### src/rtl/rf_wb_arbiter_pkg.sv
// rtl/rf_wb_arbiter_pkg.sv - shared defaults, port indices and write-request record
// for the register-file writeback arbiter.
package rf_wb_arbiter_pkg;

  localparam int DW_DEF = 16;
  localparam int AW_DEF = 3;

  localparam logic PORT_A = 1'b0;
  localparam logic PORT_B = 1'b1;

  typedef struct packed {
    logic [AW_DEF-1:0] regsel;
    logic [DW_DEF-1:0] data;
  } wr_req_t;

endpackage

### src/rtl/rf_wb_arbiter_wb_fifo.sv
// rtl/rf_wb_arbiter_wb_fifo.sv - per-requester circular write queue
// with head view and flattened entry-valid/regsel view for hazard tracking.
module wb_fifo
  import rf_wb_arbiter_pkg::*;
#(
  parameter int DEPTH = 2,
  parameter int AW    = AW_DEF,
  parameter int DW    = DW_DEF
) (
  input  logic                clk,
  input  logic                rst,
  input  logic                push,
  input  logic [AW-1:0]       push_regsel,
  input  logic [DW-1:0]       push_data,
  input  logic                pop,
  output logic                full,
  output logic                empty,
  output logic [AW-1:0]       head_regsel,
  output logic [DW-1:0]       head_data,
  output logic [DEPTH-1:0]    ent_valid,
  output logic [DEPTH*AW-1:0] ent_regsel
);

  localparam int PW = $clog2(DEPTH);

  logic [AW-1:0] regsel_q [DEPTH];
  logic [AW-1:0] regsel_d [DEPTH];
  logic [DW-1:0] data_q   [DEPTH];
  logic [DW-1:0] data_d   [DEPTH];
  logic [PW-1:0] wr_ptr_q, wr_ptr_d;
  logic [PW-1:0] rd_ptr_q, rd_ptr_d;
  logic [PW:0]   count_q,  count_d;
  logic          do_push, do_pop;

  assign full        = (count_q == (PW+1)'(DEPTH));
  assign empty       = (count_q == '0);
  assign do_push     = push && !full;
  assign do_pop      = pop && !empty;
  assign head_regsel = regsel_q[rd_ptr_q];
  assign head_data   = data_q[rd_ptr_q];

  always_comb begin
    regsel_d = regsel_q;
    data_d   = data_q;
    wr_ptr_d = wr_ptr_q;
    rd_ptr_d = rd_ptr_q;
    count_d  = count_q;
    if (do_push) begin
      regsel_d[wr_ptr_q] = push_regsel;
      data_d[wr_ptr_q]   = push_data;
      wr_ptr_d           = wr_ptr_q + PW'(1);
    end
    if (do_pop) begin
      rd_ptr_d = rd_ptr_q + PW'(1);
    end
    case ({do_push, do_pop})
      2'b10:   count_d = count_q + (PW+1)'(1);
      2'b01:   count_d = count_q - (PW+1)'(1);
      default: count_d = count_q;
    endcase
  end

  // An entry is live when its distance from the read pointer (mod DEPTH) is below the count.
  always_comb begin
    ent_valid  = '0;
    ent_regsel = '0;
    for (int i = 0; i < DEPTH; i++) begin
      ent_valid[i]             = ({1'b0, PW'(i) - rd_ptr_q} < count_q);
      ent_regsel[i*AW +: AW]   = regsel_q[i];
    end
  end

  always_ff @(posedge clk) begin
    if (!rst) begin
      wr_ptr_q <= '0;
      rd_ptr_q <= '0;
      count_q  <= '0;
    end else begin
      wr_ptr_q <= wr_ptr_d;
      rd_ptr_q <= rd_ptr_d;
      count_q  <= count_d;
    end
  end

  always_ff @(posedge clk) begin
    regsel_q <= regsel_d;
    data_q   <= data_d;
  end

endmodule

### src/rtl/rf_wb_arbiter.sv
// rtl/rf_wb_arbiter.sv - round-robin sharing of the rf write port between the
// ALU (A) and load-return (B) writeback queues, with per-register busy vector.
module rf_wb_arbiter
  import rf_wb_arbiter_pkg::*;
#(
  parameter int DW    = DW_DEF,
  parameter int AW    = AW_DEF,
  parameter int DEPTH = 2
) (
  input  logic             clk,
  input  logic             rst,
  input  logic             a_valid,
  output logic             a_ready,
  input  logic [AW-1:0]    a_regsel,
  input  logic [DW-1:0]    a_data,
  input  logic             b_valid,
  output logic             b_ready,
  input  logic [AW-1:0]    b_regsel,
  input  logic [DW-1:0]    b_data,
  output logic             rf_write,
  output logic [AW-1:0]    rf_writeregsel,
  output logic [DW-1:0]    rf_writedata,
  output logic [2**AW-1:0] busy,
  output logic             err
);

  logic             a_full, a_empty, b_full, b_empty;
  logic [AW-1:0]    a_head_regsel, b_head_regsel;
  logic [DW-1:0]    a_head_data, b_head_data;
  logic [DEPTH-1:0] a_ent_valid, b_ent_valid;
  logic [DEPTH*AW-1:0] a_ent_regsel, b_ent_regsel;
  logic             grant_a, grant_b;

  logic             last_q, last_d;
  logic             rf_write_q, rf_write_d;
  logic [AW-1:0]    rf_writeregsel_q, rf_writeregsel_d;
  logic [DW-1:0]    rf_writedata_q, rf_writedata_d;
  logic             err_q, err_d;
  logic [AW-1:0]    a_prev_regsel_q, a_prev_regsel_d, b_prev_regsel_q, b_prev_regsel_d;
  logic [DW-1:0]    a_prev_data_q, a_prev_data_d, b_prev_data_q, b_prev_data_d;

  assign a_ready = !a_full;
  assign b_ready = !b_full;

  wb_fifo #(.DEPTH(DEPTH), .AW(AW), .DW(DW)) u_fifo_a (
    .clk         (clk),
    .rst         (rst),
    .push        (a_valid && a_ready),
    .push_regsel (a_regsel),
    .push_data   (a_data),
    .pop         (grant_a),
    .full        (a_full),
    .empty       (a_empty),
    .head_regsel (a_head_regsel),
    .head_data   (a_head_data),
    .ent_valid   (a_ent_valid),
    .ent_regsel  (a_ent_regsel)
  );

  wb_fifo #(.DEPTH(DEPTH), .AW(AW), .DW(DW)) u_fifo_b (
    .clk         (clk),
    .rst         (rst),
    .push        (b_valid && b_ready),
    .push_regsel (b_regsel),
    .push_data   (b_data),
    .pop         (grant_b),
    .full        (b_full),
    .empty       (b_empty),
    .head_regsel (b_head_regsel),
    .head_data   (b_head_data),
    .ent_valid   (b_ent_valid),
    .ent_regsel  (b_ent_regsel)
  );

  // Same-register heads always go A first so the older producer's write lands first.
  always_comb begin
    grant_a = 1'b0;
    grant_b = 1'b0;
    last_d  = last_q;
    if (!a_empty && !b_empty) begin
      if (a_head_regsel == b_head_regsel) begin
        grant_a = 1'b1;
      end else if (last_q == PORT_B) begin
        grant_a = 1'b1;
        last_d  = PORT_A;
      end else begin
        grant_b = 1'b1;
        last_d  = PORT_B;
      end
    end else if (!a_empty) begin
      grant_a = 1'b1;
    end else if (!b_empty) begin
      grant_b = 1'b1;
    end
  end

  always_comb begin
    rf_write_d       = grant_a || grant_b;
    rf_writeregsel_d = rf_writeregsel_q;
    rf_writedata_d   = rf_writedata_q;
    if (grant_a) begin
      rf_writeregsel_d = a_head_regsel;
      rf_writedata_d   = a_head_data;
    end else if (grant_b) begin
      rf_writeregsel_d = b_head_regsel;
      rf_writedata_d   = b_head_data;
    end
  end

  // A stalled requester must hold its request; any change while blocked is flagged.
  always_comb begin
    err_d           = err_q;
    a_prev_regsel_d = a_regsel;
    a_prev_data_d   = a_data;
    b_prev_regsel_d = b_regsel;
    b_prev_data_d   = b_data;
    if (a_valid && !a_ready && (a_regsel != a_prev_regsel_q || a_data != a_prev_data_q)) begin
      err_d = 1'b1;
    end
    if (b_valid && !b_ready && (b_regsel != b_prev_regsel_q || b_data != b_prev_data_q)) begin
      err_d = 1'b1;
    end
  end

  always_comb begin
    busy = '0;
    for (int i = 0; i < DEPTH; i++) begin
      if (a_ent_valid[i]) busy[a_ent_regsel[i*AW +: AW]] = 1'b1;
      if (b_ent_valid[i]) busy[b_ent_regsel[i*AW +: AW]] = 1'b1;
    end
    if (rf_write_q) busy[rf_writeregsel_q] = 1'b1;
  end

  always_ff @(posedge clk) begin
    if (!rst) begin
      last_q           <= PORT_B;
      rf_write_q       <= 1'b0;
      rf_writeregsel_q <= '0;
      rf_writedata_q   <= '0;
      err_q            <= 1'b0;
      a_prev_regsel_q  <= '0;
      a_prev_data_q    <= '0;
      b_prev_regsel_q  <= '0;
      b_prev_data_q    <= '0;
    end else begin
      last_q           <= last_d;
      rf_write_q       <= rf_write_d;
      rf_writeregsel_q <= rf_writeregsel_d;
      rf_writedata_q   <= rf_writedata_d;
      err_q            <= err_d;
      a_prev_regsel_q  <= a_prev_regsel_d;
      a_prev_data_q    <= a_prev_data_d;
      b_prev_regsel_q  <= b_prev_regsel_d;
      b_prev_data_q    <= b_prev_data_d;
    end
  end

  assign rf_write       = rf_write_q;
  assign rf_writeregsel = rf_writeregsel_q;
  assign rf_writedata   = rf_writedata_q;
  assign err            = err_q;

endmodule

### config.mk
export PLATFORM = sky130hd
export DESIGN_NAME = rf_wb_arbiter
export DESIGN_NICKNAME = d
export VERILOG_FILES = /design/src/rtl/rf_wb_arbiter_pkg.sv /design/src/rtl/rf_wb_arbiter_wb_fifo.sv /design/src/rtl/rf_wb_arbiter.sv
export SDC_FILE = /design/constraint.sdc
export NUM_CORES = 1
export LEC_CHECK = 0
export ABC_AREA = 1
export CAP_MARGIN = 20
export CORE_MARGIN = 2
export CORE_UTILIZATION = 42
export CTS_CLUSTER_SIZE = 12
export DETAILED_ROUTE_END_ITERATION = 8
export GPL_TIMING_DRIVEN = 0
export PLACE_DENSITY_LB_ADDON = 0.25
export SLEW_MARGIN = 20
export SYNTH_ARGS = -nofsm -noshare
export SYNTH_HDL_FRONTEND = slang
export SYNTH_SLANG_ARGS = --single-unit
### constraint.sdc
create_clock -name clk -period 4.9 [get_ports clk]
set_input_delay 0.49 -clock clk [delete_from_list [all_inputs] [get_ports clk]]
set_output_delay 0.49 -clock clk [all_outputs]
set_load 0.05 [all_outputs]
-- Word level (Yosys, flattened, before mapping)
Index checks and enable logic that the tools add are counted.
- register bits after elaboration: 144
- word-level logic and storage cells: 163
- bitwise logic cells: 9
- equality and inequality tests: 11
- magnitude comparators: 20
- reduce and logical (&&, ||, !) cells: 32
- add/sub/neg operators: 12
- mux-type cells: 56
- operators by type and width (operator ; count):
    2-to-1 mux 16 bit ; 10
    bitwise mux 32 bit ; 2
    2-to-1 mux 8 bit ; 5
    demux 16 bit (select 1 bit) ; 2
    inequality test 16 bit ; 2
    OR 8 bit ; 4
    2-to-1 mux 3 bit ; 10
    less-than comparator 3 x 4 -> 1 bit, second input constant ; 5
    logical AND 1 bit ; 18
    2-to-1 mux 1 bit ; 16
    demux 1 bit (select 3 bit) ; 5
    >= comparator 3 x 1 -> 1 bit, second input constant ; 5
    bitwise mux 6 bit ; 2
    equality test 2 bit, second input constant ; 4
    >= comparator 2 bit, second input constant ; 4
    less-than comparator 1 x 2 -> 1 bit ; 4
    NOT 1 -> 2 bit ; 4
    case mux 2 bit (2 select lines) ; 2
    nonzero test 2 bit ; 4
    demux 3 bit (select 1 bit) ; 2
    inequality test 3 bit ; 2
    adder 1 bit, second input constant ; 4
    adder 2 x 1 -> 2 bit, second input constant ; 2
    equality test 2 x 1 -> 1 bit, second input constant ; 2
    other kinds (9) ; 20

-- Depth between registers and ports, before layout
- depth in word-level cells: 13
- gate-level depth with buffers: 16
- depth with buffers taken out: 15

-- Modules after synthesis
From an unflattened synthesis, not the netlist that was laid out.
- cells, all modules: 807
- area total of the unflattened synthesis: 6583.8 um^2
- modules (own cells, without submodules) (module ; area an instance (um^2) ; sequential area each (um^2) ; times used ; cells each):
    rf_wb_arbiter ; 3353.2 ; 1201.2 ; 1 ; 531
    wb_fifo ; 1615.3 ; 1221.2 ; 2 ; 138

-- Worst setup path before layout
No wires, ideal clock.
- path type: flip-flop to output port
- from: reg u_fifo_b.rd_ptr_q
- to: out busy[0]
- arrival: 1.939 ns
- stages on the path, launching flop included: 7
- path slack: 2.471 ns
- buffers on the path: 2
- path through: dfxtp_1 > buf_2 > buf_4 > nor2_1 > nor2_1 > nand3_1 > o221ai_1
- longest elaborated chain between the ends: 9
- elaborated cells on any way between the ends: 11
- classes of those cells: 2 x add/sub; 2 x order compare; 4 x mux; 3 x bitwise
- ends and longest elaborated chain (element ; line ; text):
    from (decl) ; rf_wb_arbiter_wb_fifo.sv:31 ; logic [PW-1:0] rd_ptr_q, rd_ptr_d;
    from (signal assigned) ; rf_wb_arbiter_wb_fifo.sv:80 ; rd_ptr_q <= rd_ptr_d;
    subtractor 1 bit ; rf_wb_arbiter_wb_fifo.sv:68 ; ent_valid[i] = ({1'b0, PW'(i) - rd_ptr_q} < count_q);
    less-than comparator 1 x 2 -> 1 bit ; rf_wb_arbiter_wb_fifo.sv:68 ;
    2-to-1 mux 8 bit ; rf_wb_arbiter.sv:129 ; if (b_ent_valid[i]) busy[b_ent_regsel[i*AW +: AW]] = 1'b1;
    OR 8 bit (no source line) ; -- ;
    2-to-1 mux 8 bit ; rf_wb_arbiter.sv:128 ; if (a_ent_valid[i]) busy[a_ent_regsel[i*AW +: AW]] = 1'b1;
    OR 8 bit (no source line) ; -- ;
    2-to-1 mux 8 bit * ; rf_wb_arbiter.sv:129 ;
    OR 8 bit (no source line) ; -- ;
    2-to-1 mux 8 bit * ; rf_wb_arbiter.sv:131 ; if (rf_write_q) busy[rf_writeregsel_q] = 1'b1;
    to (decl) ; rf_wb_arbiter.sv:23 ; output logic [2**AW-1:0] busy,
Mark *: on every way between the ends. The rest lies on a longest branch, timed or not.

-- Worst setup path after layout
Ends and elaborated chain as after synthesis.

==> results.md <==
CTS:
- TritonCTS created 17 clock buffers.
- The clock tree from TritonCTS is built.
- The library cell used as clock root buffer is clkbuf_16.
- The worst-skew pair later-pin latency is ~0.4 ns.
- The number of setup buffers added after CTS is 0.
- The clock transition time at the flip-flop clock pins of the worst setup and hold paths is roughly 0.060 ns.
- Clock tree synthesis found a total of roughly 140 sinks.
- Gates resized during post-CTS repair numbered 0.
- In this run the number of H-tree levels came out at 4.
- The hold buffer count at CTS is 0.
- The longest clock path from root to sink contains 2 buffers.

STA:
- Setup repair after global routing left no endpoint under its margin.
- The count of pins over their slew limit is 0.
- The headroom to the max-slew limit is around 52%.
- The highest clock frequency the design can meet is approximately 300 MHz.
- Subtracting the final worst setup slack from the clock period gives between 3 and 4 ns.
- Setup total negative slack on the finished layout was measured at 0 ns.
- The hold violation total from the final report is 0.
- At the pin with the least slew margin, the transition time is approximately 0.72 ns.
- Dividing the final minimum period by the clock period gives between 60% and 70%.
- The count of endpoints failing setup in the final report is 0.
- The clock tree skew after final layout is a little under 0.005 ns.

Finish:
- The number of nets in the layout is ~800.
- The share of final-layout standard cells stronger than drive strength 1 is ~8.0%.
- 0 antenna diodes ended up in the layout.
- Compared with the post-synthesis result, the final layout area differs by 26.1%.
- For this run, the share of the core covered by cells in the final layout is a little over half.

Detailed routing:
- The final route contains roughly 4600 vias.
- The first detailed-routing pass took 6 iterations.
- In the routed layout, each cell is associated on average with a via count of between 4 and 5.
- After detailed routing, the average wire length per cell comes to around 15 um.
- The number of nets still failing antenna checks after routing is 0.
- The wire length after detailed routing is ~14000 um.
- The DRC violation count after routing is 0.
- After the first detailed-routing iteration, the DRC count stood at just over 300.

Pwr:
- Registers are responsible for between 30% and 40% of the overall power.
- The power consumption is approximately 4.5 mW.
- The proportion of total power due to net switching is 36.6%.
- The worst-case IR drop observed on VDD is ~270 uV.
- The net load switching power is roughly 1.7 mW.
- The relative contribution of the clock network to total power is between 20 and 30%.
- Of the total power, combinational logic draws 35.7%.
- The internal cell power is roughly 2.9 mW.
- The power density over the cells is 579 nW/um2.
- For this design the static power due to leakage is about 3.4 nW.

Die:
- For this design the top-level I/O count stands at 73.
- The total core area is between 10000 and 15000 um2.
- The die covers ~16000 um2.
- The width of the die is ~130 um.
- Measured along the y axis, the die boundary spans approximately 130 um.
- The initialized floorplan defines between 40 and 50 standard-cell rows.
- The starting utilization of the core area is 42.9%.

Synth:
- Yosys mapped the design onto 31 distinct sky130hd cell types.
- The combined area of all synthesized cells is 6210 um2.
- After synthesis the netlist holds a flip-flop and latch count of 144.
- The number of enable-type register cells in the synthesized netlist is 76.
- Of all flip-flops after synthesis, the portion carrying an async set or reset was 0%.
- In the synthesized netlist, the number of instances is between 600 and 700.
- During synthesis, Yosys emitted a total of 0 warnings.
- Summed over its instances, the top area cell type makes up 36.7% of the synthesized netlist area.
- The net count after synthesis is 704.
- The most used flip-flop cell after synthesis is edfxtp_1.
- The per-instance average area after synthesis is roughly 9.4 um2.
- The top cell type by total area after synthesis is edfxtp_1.
- By area the synthesized netlist is led by edfxtp_1 37%, dfxtp_1 22%, nand2_1 11%.
- The share of the yosys chip area belonging to registers is 58.6%.

Run status:
- The run finished with clean final reports.

Worst setup path:
- The data arrival time of the critical path is 2.85 ns.
- For this run, the slowest stage of the critical path takes about 0.84 ns.
- The largest individual stage delay along the critical path comes from the cell clkdlybuf4s50_1.
- The type of origin of the critical path is a flip-flop.
- The critical path is of the flip-flop to output pin type.
- The signal on the critical path passes through buf_2 > buf_4 > nor2_1 > nor2_1 > nand3_1 > o221ai_1 > clkdlybuf4s50_1.
- Of all nets on the critical path, the largest fanout is 10.
- The most common cell type on the critical path is nor2_1.
- The kind of end point of the critical path is an output pin.
- The worst register-to-register path has a depth of 15.
- The kind of cell adding the most delay to the critical path is buffers and inverters.
- Counting both buffers and inverters, the worst setup path holds a total of 3.
- The required arrival time at the worst endpoint is 4.41 ns.
- Counting buffers and inverters, the worst setup path is 7 cells deep.

Placed design:
- Buffers placed on the I/O ports in this run total between 70 and 80.
- The congestion estimate from routability-driven global placement came to about 0.84.
- Once detailed placement completed, the half-perimeter wirelength came to approximately 11000 um.

Global routing:
- Entering global routing, the biggest net connects 17 pins.
- The first global-routing pass estimated around 23000 um of wire.
- The via count of the first global-routing pass is around 4500.
- The overall track demand over capacity in global routing is between 10% and 20%.
- The number of antenna violations at the first check in global routing is 0.
- The aggregate global routing overflow is 0.

Hold path:
- The worst hold path passes through 3 cells.
- The path class of the tightest hold or removal check is input port to flip-flop.

Run:
- Max-cap violations in this run came to 0.
## power groups by stage
stage	Sequential [mW]	Clock, mW	Combinational [mW]
final	1.59	1.33	1.62
after floorplan	1.79	0	0.921
after global placement	1.61	0	1.58
after CTS	1.59	1.35	1.63
after global routing	1.61	1.41	1.77
after detailed placement	1.61	0	1.62
## layout by cell type (no fill, tap or decap), types with 2 or more instances in the layout
cell type,n
o21ai_0,8
clkbuf_16,17
o221ai_1,2
clkbuf_1,8
nand3_2,2
clkinv_4,3
ha_1,2
nor2_2,5
a31oi_1,2
a32oi_1,2
bufinv_16,4
inv_2,4
nand4_1,16
buf_4,3
a311oi_1,2
clkinv_2,2
buf_6,7
buf_2,7
mux2i_1,32
xor2_1,20
xnor2_1,10
nand2_1,184
inv_1,83
nand3_1,50
nor3_1,7
o21ai_1,3
a21oi_1,12
nor2_1,45
clkinvlp_4,3
edfxtp_1,76
clkdlybuf4s50_1,71
dfxtp_1,68
## cells by family after synthesis
group	count (synthesis)	share of synthesized area, %
AOI/OAI and AO/OA	33	3.16
xor gates and xnor gates	30	4.23
adders and majority gates	2	0.403
buffers and inverters	107	7.27
DFF	144	58.6
muxes	32	5.15
and+or+nand+nor	312	21.2
## worst paths after layout
path | start | end | slack, ns
hold / removal | rst | u_fifo_b.rd_ptr_q | 0.45
hold reg to reg | rf_writedata[7] | rf_writedata[7] | 0.45
setup reg to reg | u_fifo_a.ent_regsel[4] | u_fifo_a.count_q[1] | 2.67
setup / recovery | u_fifo_b.rd_ptr_q | busy[0] | 1.56
## cell type report
| class | count | area [um2] |
|---|---|---|
| buffer | 20 | 125 |
| clock buffer | 19 | 433 |
| clock inverter | 13 | 188 |
| fill | 1278 | 6640 |
| inverter | 87 | 327 |
| multi-input combinational | 409 | 2130 |
| sequential | 144 | 3640 |
| tap | 184 | 230 |
| timing repair buffer | 75 | 759 |
## synth_stat cells (3+ instances only)
master	instances
nand3_1	50
o21ai_1	3
nor3_1	7
clkbuf_1	6
a21oi_1	12
nand4_1	16
buf_4	3
inv_1	83
dfxtp_1	68
edfxtp_1	76
buf_2	7
nor2_1	49
nand2_1	184
mux2i_1	32
inv_2	4
o21ai_0	8
xor2_1	20
buf_6	4
xnor2_1	10
## tightest hold or removal path, delay by kind of cell
family	cells	cell delay, ns
buffers and inverters	1	0.19
AND/OR/NAND/NOR	2	0.13
## metal layers
metal | vias up | global-route usage, % | part of all wire [%]
met2 | 126 | 33.3 | 52
met4 | 0 | 7.06 | 2.6
met3 | 26 | 3.91 | 4.2
li1 | 2343 | - | -
met5 | - | 0 | 0
met1 | 2153 | 21.5 | 41
## sequential cells by signal (all words and copies together) (netlist names)
register and flops:
u_fifo_b.rd_ptr_q 1, rf_writedata 16, rf_write 1, a_prev_regsel_q 3, u_fifo_b.data_q 32, u_fifo_a.count_q 2, u_fifo_a.wr_ptr_q 1, u_fifo_b.wr_ptr_q 1
u_fifo_a.data_q 32, u_fifo_a.rd_ptr_q 1, b_prev_data_q 16, err 1, last_q 1, rf_writeregsel 3, a_prev_data_q 16, u_fifo_a.ent_regsel 6
b_prev_regsel_q 3, u_fifo_b.ent_regsel 6, u_fifo_b.count_q 2
## metrics by stage
step           setup slack [ns]  cell area [um2]  cells  hold WS (ns)
2_1_floorplan              2.47             6210    660         0.429
3_3_place_gp               2.04             7160    915         0.439
3_5_place_dp               2.02             7210    919         0.442
4_1_cts                    1.58             7840    951         0.437
5_1_grt                    1.39             7840    951         0.467
6_report                   1.56             7840    951         0.448
Power figures use the tool's default switching activity.
